## src/rtl/uart_tx_fifo_serializer.sv

```systemverilog
// ----------------------------------------------------------------------------
// uart_tx_fifo_serializer
//
// Transmit side of the APB UART. Bytes pushed by the APB interface are held
// in a small synchronous FIFO and shifted out on tx_serial as 8N1 frames
// (8E1 when parity is enabled), LSB first, at CLKS_PER_BIT pclk cycles per
// bit. Full/empty status feeds the APB side's PREADY generation.
//
// Build option:
//   UART_TX_PARITY_EN  - when defined, an even-parity bit is sent between the
//                        last data bit and the stop bit(s).
//
// Parameters:
//   DEPTH         FIFO entries (power of 2, >= 2)
//   CLKS_PER_BIT  pclk cycles per UART bit (>= 2)
//   STOP_BITS     1 or 2
//
// Ports:
//   pclk             in   clock
//   PRESETn          in   asynchronous reset, active high
//   tx_fifo_writeEn  in   push request, only its rising edge pushes
//   tx_fifo_dataIn   in   byte to push (sampled on the writeEn rising edge)
//   tx_fifo_Full     out  FIFO full
//   tx_fifo_Empty    out  FIFO empty
//   tx_fifo_count    out  FIFO occupancy
//   tx_overflow      out  one-cycle pulse when a push hits a full FIFO
//   tx_serial        out  UART line, idles high, registered
//   tx_busy          out  high while a frame is in progress
//
// FSM states:
//   state    | meaning
//   S_IDLE   | line high; pops the next byte when the FIFO is not empty
//   S_START  | start bit (low) for one bit time
//   S_DATA   | data bits 0..7, LSB first
//   S_PARITY | even parity of the data byte (parity builds only)
//   S_STOP   | line high for STOP_BITS bit times
// ----------------------------------------------------------------------------
module uart_tx_fifo_serializer #(
    parameter int DEPTH        = 16,
    parameter int CLKS_PER_BIT = 868,
    parameter int STOP_BITS    = 1
) (
    input  logic                    pclk,
    input  logic                    PRESETn,
    input  logic                    tx_fifo_writeEn,
    input  logic [7:0]              tx_fifo_dataIn,
    output logic                    tx_fifo_Full,
    output logic                    tx_fifo_Empty,
    output logic [$clog2(DEPTH):0]  tx_fifo_count,
    output logic                    tx_overflow,
    output logic                    tx_serial,
    output logic                    tx_busy
);

    localparam int AW    = $clog2(DEPTH);
    localparam int PTR_W = AW + 1;
    localparam int CNT_W = $clog2(STOP_BITS * CLKS_PER_BIT);

    localparam logic [CNT_W-1:0] BIT_RELOAD  = CNT_W'(CLKS_PER_BIT - 1);
    localparam logic [CNT_W-1:0] STOP_RELOAD = CNT_W'(STOP_BITS * CLKS_PER_BIT - 1);

    typedef enum logic [2:0] {
        S_IDLE,
        S_START,
        S_DATA,
`ifdef UART_TX_PARITY_EN
        S_PARITY,
`endif
        S_STOP
    } state_t;

    // ------------------------------------------------------------------
    // FIFO
    // ------------------------------------------------------------------
    logic [7:0]       r_mem [DEPTH];
    logic [PTR_W-1:0] r_wr_ptr;
    logic [PTR_W-1:0] r_rd_ptr;
    logic             r_wen_d;
    logic             r_overflow;

    logic             w_full;
    logic             w_empty;
    logic             w_push_req;
    logic             w_push;
    logic             w_pop;

    // Full is taken from the current pointers, so a pop in the same cycle
    // cannot make room for a push that arrives while full.
    assign w_full     = (r_wr_ptr[PTR_W-1] != r_rd_ptr[PTR_W-1]) &&
                        (r_wr_ptr[AW-1:0] == r_rd_ptr[AW-1:0]);
    assign w_empty    = (r_wr_ptr == r_rd_ptr);
    assign w_push_req = tx_fifo_writeEn & ~r_wen_d;
    assign w_push     = w_push_req & ~w_full;

    always_ff @(posedge pclk or posedge PRESETn) begin
        if (PRESETn) begin
            r_wr_ptr   <= '0;
            r_rd_ptr   <= '0;
            r_wen_d    <= 1'b0;
            r_overflow <= 1'b0;
        end else begin
            r_wen_d    <= tx_fifo_writeEn;
            r_overflow <= w_push_req & w_full;
            if (w_push) begin
                r_wr_ptr <= r_wr_ptr + PTR_W'(1);
            end
            if (w_pop) begin
                r_rd_ptr <= r_rd_ptr + PTR_W'(1);
            end
        end
    end

    // Storage is not reset; contents are only ever read behind the pointers.
    always_ff @(posedge pclk) begin
        if (w_push) begin
            r_mem[r_wr_ptr[AW-1:0]] <= tx_fifo_dataIn;
        end
    end

    // ------------------------------------------------------------------
    // Serializer FSM
    // ------------------------------------------------------------------
    state_t           r_state;
    state_t           w_state_nxt;
    logic [CNT_W-1:0] r_baud_cnt;
    logic [CNT_W-1:0] w_baud_cnt_nxt;
    logic [2:0]       r_bit_idx;
    logic [2:0]       w_bit_idx_nxt;
    logic [2:0]       w_bit_idx_inc;
    logic [7:0]       r_shift;
    logic             r_tx_serial;
    logic             w_tx_serial_nxt;
    logic             w_baud_done;

    assign w_bit_idx_inc = r_bit_idx + 3'd1;
    assign w_baud_done   = (r_baud_cnt == '0);

    always_ff @(posedge pclk or posedge PRESETn) begin
        if (PRESETn) begin
            r_state     <= S_IDLE;
            r_baud_cnt  <= '0;
            r_bit_idx   <= '0;
            r_shift     <= '0;
            r_tx_serial <= 1'b1;
        end else begin
            r_state     <= w_state_nxt;
            r_baud_cnt  <= w_baud_cnt_nxt;
            r_bit_idx   <= w_bit_idx_nxt;
            r_tx_serial <= w_tx_serial_nxt;
            if (w_pop) begin
                r_shift <= r_mem[r_rd_ptr[AW-1:0]];
            end
        end
    end

    // The line level for the coming cycle is decided together with the
    // transition, so tx_serial comes straight from a flop.
    always_comb begin
        w_state_nxt     = r_state;
        w_baud_cnt_nxt  = r_baud_cnt;
        w_bit_idx_nxt   = r_bit_idx;
        w_tx_serial_nxt = r_tx_serial;
        w_pop           = 1'b0;

        case (r_state)
            S_IDLE: begin
                w_tx_serial_nxt = 1'b1;
                if (!w_empty) begin
                    w_pop           = 1'b1;
                    w_state_nxt     = S_START;
                    w_baud_cnt_nxt  = BIT_RELOAD;
                    w_tx_serial_nxt = 1'b0;
                end
            end

            S_START: begin
                if (w_baud_done) begin
                    w_state_nxt     = S_DATA;
                    w_bit_idx_nxt   = 3'd0;
                    w_baud_cnt_nxt  = BIT_RELOAD;
                    w_tx_serial_nxt = r_shift[0];
                end else begin
                    w_baud_cnt_nxt  = r_baud_cnt - CNT_W'(1);
                end
            end

            S_DATA: begin
                if (w_baud_done) begin
                    if (r_bit_idx == 3'd7) begin
`ifdef UART_TX_PARITY_EN
                        w_state_nxt     = S_PARITY;
                        w_baud_cnt_nxt  = BIT_RELOAD;
                        w_tx_serial_nxt = ^r_shift;
`else
                        w_state_nxt     = S_STOP;
                        w_baud_cnt_nxt  = STOP_RELOAD;
                        w_tx_serial_nxt = 1'b1;
`endif
                    end else begin
                        w_bit_idx_nxt   = w_bit_idx_inc;
                        w_baud_cnt_nxt  = BIT_RELOAD;
                        w_tx_serial_nxt = r_shift[w_bit_idx_inc];
                    end
                end else begin
                    w_baud_cnt_nxt = r_baud_cnt - CNT_W'(1);
                end
            end

`ifdef UART_TX_PARITY_EN
            S_PARITY: begin
                if (w_baud_done) begin
                    w_state_nxt     = S_STOP;
                    w_baud_cnt_nxt  = STOP_RELOAD;
                    w_tx_serial_nxt = 1'b1;
                end else begin
                    w_baud_cnt_nxt = r_baud_cnt - CNT_W'(1);
                end
            end
`endif

            S_STOP: begin
                w_tx_serial_nxt = 1'b1;
                if (w_baud_done) begin
                    w_state_nxt = S_IDLE;
                end else begin
                    w_baud_cnt_nxt = r_baud_cnt - CNT_W'(1);
                end
            end

            default: begin
                w_state_nxt     = S_IDLE;
                w_tx_serial_nxt = 1'b1;
            end
        endcase
    end

    // ------------------------------------------------------------------
    // Outputs
    // ------------------------------------------------------------------
    assign tx_fifo_Full  = w_full;
    assign tx_fifo_Empty = w_empty;
    assign tx_fifo_count = r_wr_ptr - r_rd_ptr;
    assign tx_overflow   = r_overflow;
    assign tx_serial     = r_tx_serial;
    assign tx_busy       = (r_state != S_IDLE);

endmodule

```

## config.mk

```make
export PLATFORM = sky130hd
export DESIGN_NAME = uart_tx_fifo_serializer
export DESIGN_NICKNAME = d
export VERILOG_FILES = /design/src/rtl/uart_tx_fifo_serializer.sv
export SDC_FILE = /design/constraint.sdc
export NUM_CORES = 1
export LEC_CHECK = 0
export ABC_AREA = 1
export BUFFER_PORTS_ARGS = -buffer_cell sky130_fd_sc_hd__buf_2
export CAP_MARGIN = 20
export CORE_MARGIN = 4
export CORE_UTILIZATION = 30
export DETAILED_ROUTE_END_ITERATION = 12
export SLEW_MARGIN = 20
export SYNTH_ARGS = -nofsm -noshare
export SYNTH_HDL_FRONTEND = slang
export SYNTH_SLANG_ARGS = --single-unit
```

## constraint.sdc

```tcl
create_clock -name pclk -period 3.22 [get_ports pclk]
set_input_delay 0.322 -clock pclk [delete_from_list [all_inputs] [get_ports pclk]]
set_output_delay 0.322 -clock pclk [all_outputs]
set_load 0.03 [all_outputs]
```

==> results.yml, run 1 <==
final_layout:
  drive_above_1_share_pct: 10.7
  fill_cells: 2457
  finalNonFillerCells: 1116
  nets: 807
  area_delta_synth_final_pct: 13.8
  diodes: 0
  multi_input_area_um2: 2450
  seqCellArea_um2: 4750
grt:
  antenna_found_initial: 0
  grt_pass1_vias: 4998
  grt_max_degree: 74
  use_met2_pct: 20.4
  gr-total-overflow: 0
  grt_usage_pct: 12.8
  met1_usage_pct: 18.1
  top_usage_layer: "met2"
  grt_pass1_wl_um: 28000
  use_met3_pct: 2.82
critical_path:
  crit_path_start_kind: "flip-flop"
  path_class: "reg2reg"
  path_max_fanout: 13
  arrival_ps: 2770
  path_cells: "inv_1, ha_1, nand2_2, nor2_4, nand2b_4, nand2_4, inv_2, nand2_1, nor2_1"
  cpMaxStageDelayCell: "dfrtp_1"
  cp.required_ps: 3270
  cp-end-kind: "flip-flop"
  max_stage_delay_ps: 620
synthesis:
  synth_commonest_cells: "174 x nand2_1, 148 x nor2_1, 128 x edfxtp_1, 71 x nand3_1, 45 x inv_1"
  yosys_warnings: 0
  netlist_area_um2: 7570
  synth-edff-count: 128
  yosys_register_bits: 164
  async_reset_ff_share_pct: 22.0
  avgSynthCellArea_um2: 10.0
  synth.most_common_cell: "nand2_1"
  synth_flop_cell: "edfxtp_1"
  synth_top_area_share_pct: 50.8
  seq_area_frac_synth_pct: 62.7
  synth_fp_nets: 783
  synthCells: 755
  synthTopCellsByArea: "edfxtp_1 51%, dfrtp_1 12%, nand2_1 8.6%"
  ys_types: 37
  synth_top_cell_by_area: "edfxtp_1"
floorplanning:
  io_pins: 21
  core-area_um2: 24500
  initial_utilization_pct: 30.8
  dieHeight_um: 167
  num_rows: 57
  die_x_um: 167
  die_area_um2: 27800
timing:
  hold_viol_final: 0
  setup_violations: 0
  period_minus_slack_ps: 2720
  rsz0062_at_grt: "no"
  drv_slew: 0
  slew-limit-headroom_pct: 34.2
  worstMarginPinSlew_ps: 986
  skew_ps: 12.2
  fmaxAchievable_mhz: 368
  setup_tns_ps: 0
  fin_crit_sh_pct: 84.5
clocking:
  clock_latency_ps: 420
  cts_resized: 0
  cts_buffers: 17
  path_clk_slew_ps: 60
  root_buffer: "clkbuf_16"
  clock_sinks: 164
  cts_htree_levels: 4
  clockBufferDepth: 2
  cts_tree: "built"
route:
  post_drt_wl_per_cell_um: 15.5
  ant_nets: 0
  dr.pass1.iters: 5
  drt_iter0_drc: 466
  finalWirelength_um: 17300
  vias: 5179
  detail_route.vias_per_cell: 4.64
  drc_errors: 0
placement:
  port_buffers: 20
  globalplace.congestion: 0.831
  dpl.hpwl_um: 11300
  dp.cells: 1083
power:
  power_density_nw_per_um2: 619
  ir_worst_vdd_v: 0.000369
  leakage_nw: 3.44
worst_hold_path:
  hold_class: "in2reg"
status:
  status: "finished, final reports clean"
run:
  max-cap-violations: 0
-- repair_timing --
item | CTS | global route
hold endpoints to repair | 15 | 0
hold buffers | 1 | 0
buffers inserted | 0 | 0
-- worst max-delay path, delay by kind of cell (launching register included) --
| family | cells | cell delay (ps) |
|---|---|---|
| buffers and inverters | 2 | 250 |
| DFF | 1 | 620 |
| and+or+nand+nor | 6 | 1120 |
| adders and majority gates | 1 | 360 |
-- where the power goes --
group / internal [mW] / total (mW) / switching (mW)
clock network: 1.25 / 2.12 / 0.877
logic: 0.217 / 0.746 / 0.529
registers: 2.40 / 2.46 / 0.0625
-- stage by stage --
| stage | util [%] | power (mW) | setup WS (ps) | hold slack, ps | cell area [um2] |
|---|---|---|---|---|---|
| floorplan | - | 2.99 | 886 | 353 | 7570 |
| global route | 35.1 | 5.57 | 281 | 8.41 | 8610 |
| detailed placement | 32.5 | 3.26 | 534 | 424 | 7980 |
| CTS | 35.1 | 5.39 | 522 | 1.08 | 8610 |
| global placement | 32.5 | 3.26 | 628 | 416 | 7980 |
| finish | 35.1 | 5.33 | 500 | 22.2 | 8610 |
-- cell usage in the layout (no fill, tap or decap), types with 5 or more instances in the layout --
cell type and instances:
xor2_1 10, nand3_1 71, buf_4 10, o21ai_1 8
clkbuf_16 17, o21ai_0 43, edfxtp_1 128, nor3_1 5
nor2_1 148, inv_1 45, ha_1 16, nand2_2 5
a21oi_1 9, nand2_1 174, buf_2 20, dfrtp_1 34
-- state kept, by name, indices dropped and copies added (netlist names) --
| name | cells |
|---|---|
| r_mem | 128 |
| r_baud_cnt | 10 |
| r_rd_ptr | 5 |
| r_state | 2 |
| r_wr_ptr | 5 |
| r_wen_d | 1 |
| r_shift | 8 |
| tx_serial | 1 |
| r_bit_idx | 3 |
| tx_overflow | 1 |
-- cell type report --
class                      count  share of cell area (%)
clock buffer                  18                    4.99
sequential                   164                    55.2
inverter                      52                    2.30
clock inverter                14                    2.20
multi-input combinational    513                    28.5
tap                          324                    4.71
timing repair buffer          31                    2.15
-- worst paths after layout --
check,start,to,slack [ps],cells past startpoint
min in group asynchronous,PRESETn,r_rd_ptr[4],520,3
max reg2reg,r_rd_ptr[2],r_mem[2][6],500,9
min,tx_fifo_writeEn,r_wen_d,20,1
max in group asynchronous,PRESETn,tx_serial,1920,4
max,r_rd_ptr[2],r_mem[2][6],500,9
min reg2reg,r_wen_d,tx_overflow,420,1
-- routing by layer --
metal | wire [um] | vias to the layer above | share of wire (%)
met2 | 8210 | 147 | 47
met1 | 8020 | 2457 | 46
met3 | 950 | 14 | 5.5
met4 | 149 | 0 | 0.86
met5 | 0 | - | 0
li1 | - | 2561 | -
-- logic make-up after synthesis --
family                   after synthesis  synth area share [%]
AND/OR/NAND/NOR                      418                  23.4
flip-flops                           164                  62.7
buffers and inverters                 78                  4.85
AO/OA/AOI/OAI                         65                  4.56
adder cells (fa/ha/maj)               17                  2.91
XOR/XNOR                              13                  1.60
No activity file was read; power rests on OpenSTA's default activity.
==> run 2: changes to the inputs <==
- clock period: 3.22 -> 2.5 ns (I/O delays scaled with it)
==> run 2 against run 1 <==
Net effect: routed wire length is 0.81% higher; worst setup slack worse by 390 ps; clock power is 16% higher; first-iteration DRC count is 0.64% lower; combinational power is 37% higher; critical endpoint is now tx_fifo_count[4]; largest power group unchanged; highest routed layer unchanged.
==> results.yml, run 2 (synthesized netlist as in run 1, its figures left out) <==
floorplanning:
  dieHeight_um: 167
  core-area_um2: 24500
  initial_utilization_pct: 30.8
  die_x_um: 167
  die_area_um2: 27800
  num_rows: 57
  io_pins: 21
clocking:
  cts_htree_levels: 4
  clockBufferDepth: 2
  clock_latency_ps: 430
  root_buffer: "clkbuf_16"
  clock_sinks: 164
  path_clk_slew_ps: 70
  cts_tree: "built"
  cts_buffers: 17
timing:
  hold_ws_ps: 233
  setup_violations: 0
  worstMarginPinSlew_ps: 682
  setup_tns_ps: 0
  slew-limit-headroom_pct: 54.4
  drv_slew: 0
  skew_ps: 13.6
  fin_crit_sh_pct: 95.7
  fmaxAchievable_mhz: 418
  hold_viol_final: 0
  period_minus_slack_ps: 2390
critical_path:
  cp-end-kind: "primary output"
  crit_path_start_kind: "flip-flop"
  path_cells: "inv_1, ha_1, fa_1, o21ai_1, xor2_1, clkbuf_4"
  path_class: "reg2out"
  cp.required_ps: 2250
  cp_top_family: "adder cells"
  path_max_fanout: 4
  cp.depth: 6
  arrival_ps: 2140
  max_stage_delay_ps: 410
  cpMaxStageDelayCell: "fa_1"
  crit_buf_inv: 2
  r2r_cells: 8
final_layout:
  diodes: 0
  final_common_cell: "nand2_1"
  layout_common_cells: "174 x nand2_1, 148 x nor2_1, 128 x edfxtp_1"
  final_cell_area_um2: 8680
  drive_above_1_share_pct: 12.4
  fill_cells: 2496
  nets: 823
  area_delta_synth_final_pct: 14.7
  postLayoutCoreUtil_pct: 35.4
  largest_register_ffs: 128
grt:
  gr-total-overflow: 0
  grt_pass1_wl_um: 28400
  antenna_found_initial: 0
  grt_pass1_vias: 5295
  grt_max_degree: 75
  grt_usage_pct: 12.9
placement:
  placed_area_um2: 8090
  dpl.hpwl_um: 11200
  port_buffers: 20
  globalplace.congestion: 0.820
route:
  dr.pass1.iters: 5
  ant_nets: 0
  drc_errors: 0
  vias: 5257
  post_drt_wl_per_cell_um: 15.4
  drt_iter0_drc: 463
  detail_route.vias_per_cell: 4.64
  finalWirelength_um: 17500
status:
  status: "finished, final reports clean"
run:
  max-cap-violations: 0
power:
  power_density_nw_per_um2: 766
  ir_worst_vdd_v: 0.000446
  leakage_nw: 3.50
worst_hold_path:
  hold_class: "in2reg"
  hold-path-cell-count: 1
[run 2: power by group]
part	internal, mW	leakage, nW	total, mW	switching (mW)
clock network	1.31	0.270	2.46	1.15
logic	0.324	1.64	1.02	0.694
registers	3.09	1.58	3.16	0.0772
[run 2: metrics by stage]
step	total power, mW	setup slack [ps]	cells
final	6.64	107	1132
after global routing	6.92	-2.95	1132
after CTS	6.67	0.393	1130
after detailed placement	4.21	188	1096
after global placement	4.20	273	1096
after floorplan	3.85	166	755
[run 2: repair_timing]
| item | 4_1_cts | 5_1_grt |
|---|---|---|
| setup buffers | 0 | 2 |
| hold buffers | 2 | 0 |
| gates resized for setup | 0 | 2 |
| setup endpoints to repair | 0 | 1 |
| hold endpoints to repair | 36 | 0 |
[run 2: path summary, 6_finish.rpt]
| kind | from | to | slack (ps) |
|---|---|---|---|
| min in group asynchronous | PRESETn | r_rd_ptr[4] | 470 |
| setup reg to reg | r_wr_ptr[2] | r_mem[9][6] | 180 |
| hold reg to reg | r_wen_d | tx_overflow | 430 |
| hold / removal | tx_fifo_dataIn[3] | r_mem[15][3] | 230 |
| setup / recovery | r_wr_ptr[0] | tx_fifo_count[4] | 110 |
| max in group asynchronous | PRESETn | tx_serial | 1670 |
[run 2: worst register-to-register path, delay by kind of cell, from the launching register on]
family,cells,cell delay (ps)
adders and majority gates,1,390
buffers and inverters,1,120
DFF,1,470
and+or+nand+nor,6,970
[run 2: final cells by class]
class	count	area [um2]	share of cell area [%]
Inverter	52	198	2.28
Clock inverter	13	118	1.36
Timing Repair Buffer	47	323	3.72
Clock buffer	19	433	4.99
Sequential cell	164	4750	54.7
Tap cell	324	405	4.67
Multi-Input combinational cell	513	2450	28.3
[run 2: metal layers]
layer | GRT usage [%] | wire (um) | vias to the layer above
met5 | 0 | 0 | -
met4 | 3.66 | 202 | 0
met3 | 3.03 | 859 | 16
met2 | 21.1 | 8470 | 127
met1 | 17.1 | 7940 | 2530
li1 | - | - | 2584
==> run 3: changes to the inputs <==
- CAP_MARGIN: 20 -> not set
- GPL_TIMING_DRIVEN: not set -> 0
==> run 3 against run 2 <==
Net effect: critical path type is now reg2reg; combinational power increased by 9.8%; fmax increased by 0.26%; via count increased by 1.3%; cell count increased by 0.97%; largest cell class unchanged; count of clock-buffer cells in the layout decreased by 1.
==> results.yml, run 3 (synthesized netlist as in run 1, its figures left out) <==
status:
  status: "finished, final reports clean"
final_layout:
  final_cell_area_um2: 9000
  finalNonFillerCells: 1143
  drive_above_1_share_pct: 16.0
  area_delta_synth_final_pct: 18.9
  nets: 834
  final_common_cell: "nand2_1"
  largest_register_ffs: 128
  fill_cells: 2445
  postLayoutCoreUtil_pct: 36.7
  layout_common_cells: "171 x nand2_1, 136 x nor2_1, 128 x edfxtp_1"
  diodes: 0
  seqCellArea_um2: 4750
  multi_input_area_um2: 2580
clocking:
  root_buffer: "clkbuf_16"
  clock_latency_ps: 440
  clock_sinks: 164
  path_clk_slew_ps: 70
  cts_htree_levels: 4
  clockBufferDepth: 2
  cts_buffers: 17
  cts_tree: "built"
route:
  drc_errors: 0
  finalWirelength_um: 17800
  drt_iter0_drc: 392
  vias: 5323
  dr.pass1.iters: 5
  post_drt_wl_per_cell_um: 15.6
  detail_route.vias_per_cell: 4.66
  ant_nets: 0
critical_path:
  cp.required_ps: 2650
  crit_buf_inv: 4
  cp_top_family: "simple AND/OR/NAND/NOR gates"
  crit_top_cell: "nor2_4"
  path_class: "reg2reg"
  arrival_ps: 2530
  max_stage_delay_ps: 420
  crit_path_start_kind: "flip-flop"
  cp-end-kind: "flip-flop"
  cpMaxStageDelayCell: "dfrtp_1"
  path_cells: "buf_4, inv_4, ha_1, nand2_1, nor2_4, nand2b_4, nand2_4, inv_2, nand2_2, nor2_4, buf_12"
  path_max_fanout: 14
power:
  power.internal_mw: 4.83
  pwr-share-seq_pct: 46.4
  power_frac_clock_pct: 37.2
  leakage_nw: 3.57
  p_total_mw: 6.83
  power_frac_comb_pct: 16.4
  power_density_nw_per_um2: 759
  p_sw_share_pct: 29.3
  p_switching_mw: 2.00
  ir_worst_vdd_v: 0.000426
timing:
  hold_ws_ps: 227
  slew-limit-headroom_pct: 51.1
  setup_slack_ps: 114
  setup_tns_ps: 0
  period_minus_slack_ps: 2390
  hold_viol_final: 0
  setup_violations: 0
  fmaxAchievable_mhz: 419
  skew_ps: 20.3
  rsz0062_at_grt: "yes"
  fin_crit_sh_pct: 95.4
  drv_slew: 0
  worstMarginPinSlew_ps: 730
placement:
  dp.cells: 1100
  port_buffers: 20
  dpl.hpwl_um: 12100
  pre_cts_ws_ps: -527
  placed_area_um2: 8110
  globalplace.congestion: 0.801
floorplanning:
  io_pins: 21
  die_x_um: 167
  core-area_um2: 24500
  num_rows: 57
  dieHeight_um: 167
  initial_utilization_pct: 30.8
  die_area_um2: 27800
grt:
  gr-total-overflow: 0
  use_met2_pct: 22.0
  grt_pass1_wl_um: 28100
  grt_pass1_vias: 5169
  grt_usage_pct: 13.0
  met1_usage_pct: 17.0
  antenna_found_initial: 0
  use_met3_pct: 2.42
  top_usage_layer: "met2"
  grt_max_degree: 23
run:
  max-cap-violations: 0
worst_hold_path:
  hold_class: "in2reg"
## run 3: changes by cell type in the layout (fill, tap and decap cells not counted), moves of 3 or more
cell	delta
nand2_2	+3
buf_2	+13
nor3_1	-3
inv_1	-4
nor2_1	-12
buf_6	+5
nand2_1	-3
nor2_4	+12
buf_4	-19
buf_12	+7
## run 3: layer usage
layer  up-vias  wire length (um)
met5         -                 0
met4         0               233
met3        21               785
met2       118              8750
met1      2550              8080
li1       2634                 -
## run 3: area by class of cell
cell class | count | area share [%]
clock buffers | 18 | 4.77
multi-input cells | 513 | 28.6
flip-flops and latches | 164 | 52.7
clock inverters | 14 | 1.54
repair buffers | 34 | 3.73
inverters | 52 | 2.27
well taps | 324 | 4.51
plain buffers | 24 | 1.81
## run 3: what timing repair did
action	CTS	global route
gates resized for setup	30	7
endpoints found under the hold margin	15	0
buffers inserted	9	2
pin swaps	10	1
hold buffers	2	0
setup endpoints to repair	132	114
## run 3: path summary, 6_finish.rpt
check | start | end | slack, ps | cells after the start
min | tx_fifo_dataIn[7] | r_mem[9][7] | 230 | 1
min reg2reg | r_wen_d | tx_overflow | 430 | 1
max | r_rd_ptr[1] | r_mem[5][2] | 110 | 11
max in group asynchronous | PRESETn | tx_serial | 1620 | 4
max reg2reg | r_rd_ptr[1] | r_mem[5][2] | 110 | 11
min in group asynchronous | PRESETn | r_baud_cnt[6] | 350 | 3
## run 3: worst register-to-register path: stages, from the launching register on
cell      delay (ps)
dfrtp_1          420
buf_4            200
inv_4            160
ha_1             280
nand2_1          120
nor2_4            60
nand2b_4          80
nand2_4          100
inv_2            150
nand2_2          200
nor2_4           190
buf_12           140
## run 3: power groups by stage
stage / logic (mW) / registers [mW] / clock network [mW]
floorplan: 0.650 / 3.20 / 0
global placement: 0.925 / 3.22 / 0
detailed placement: 0.947 / 3.22 / 0
CTS: 1.09 / 3.17 / 2.59
global route: 1.21 / 3.18 / 2.71
finish: 1.12 / 3.17 / 2.54
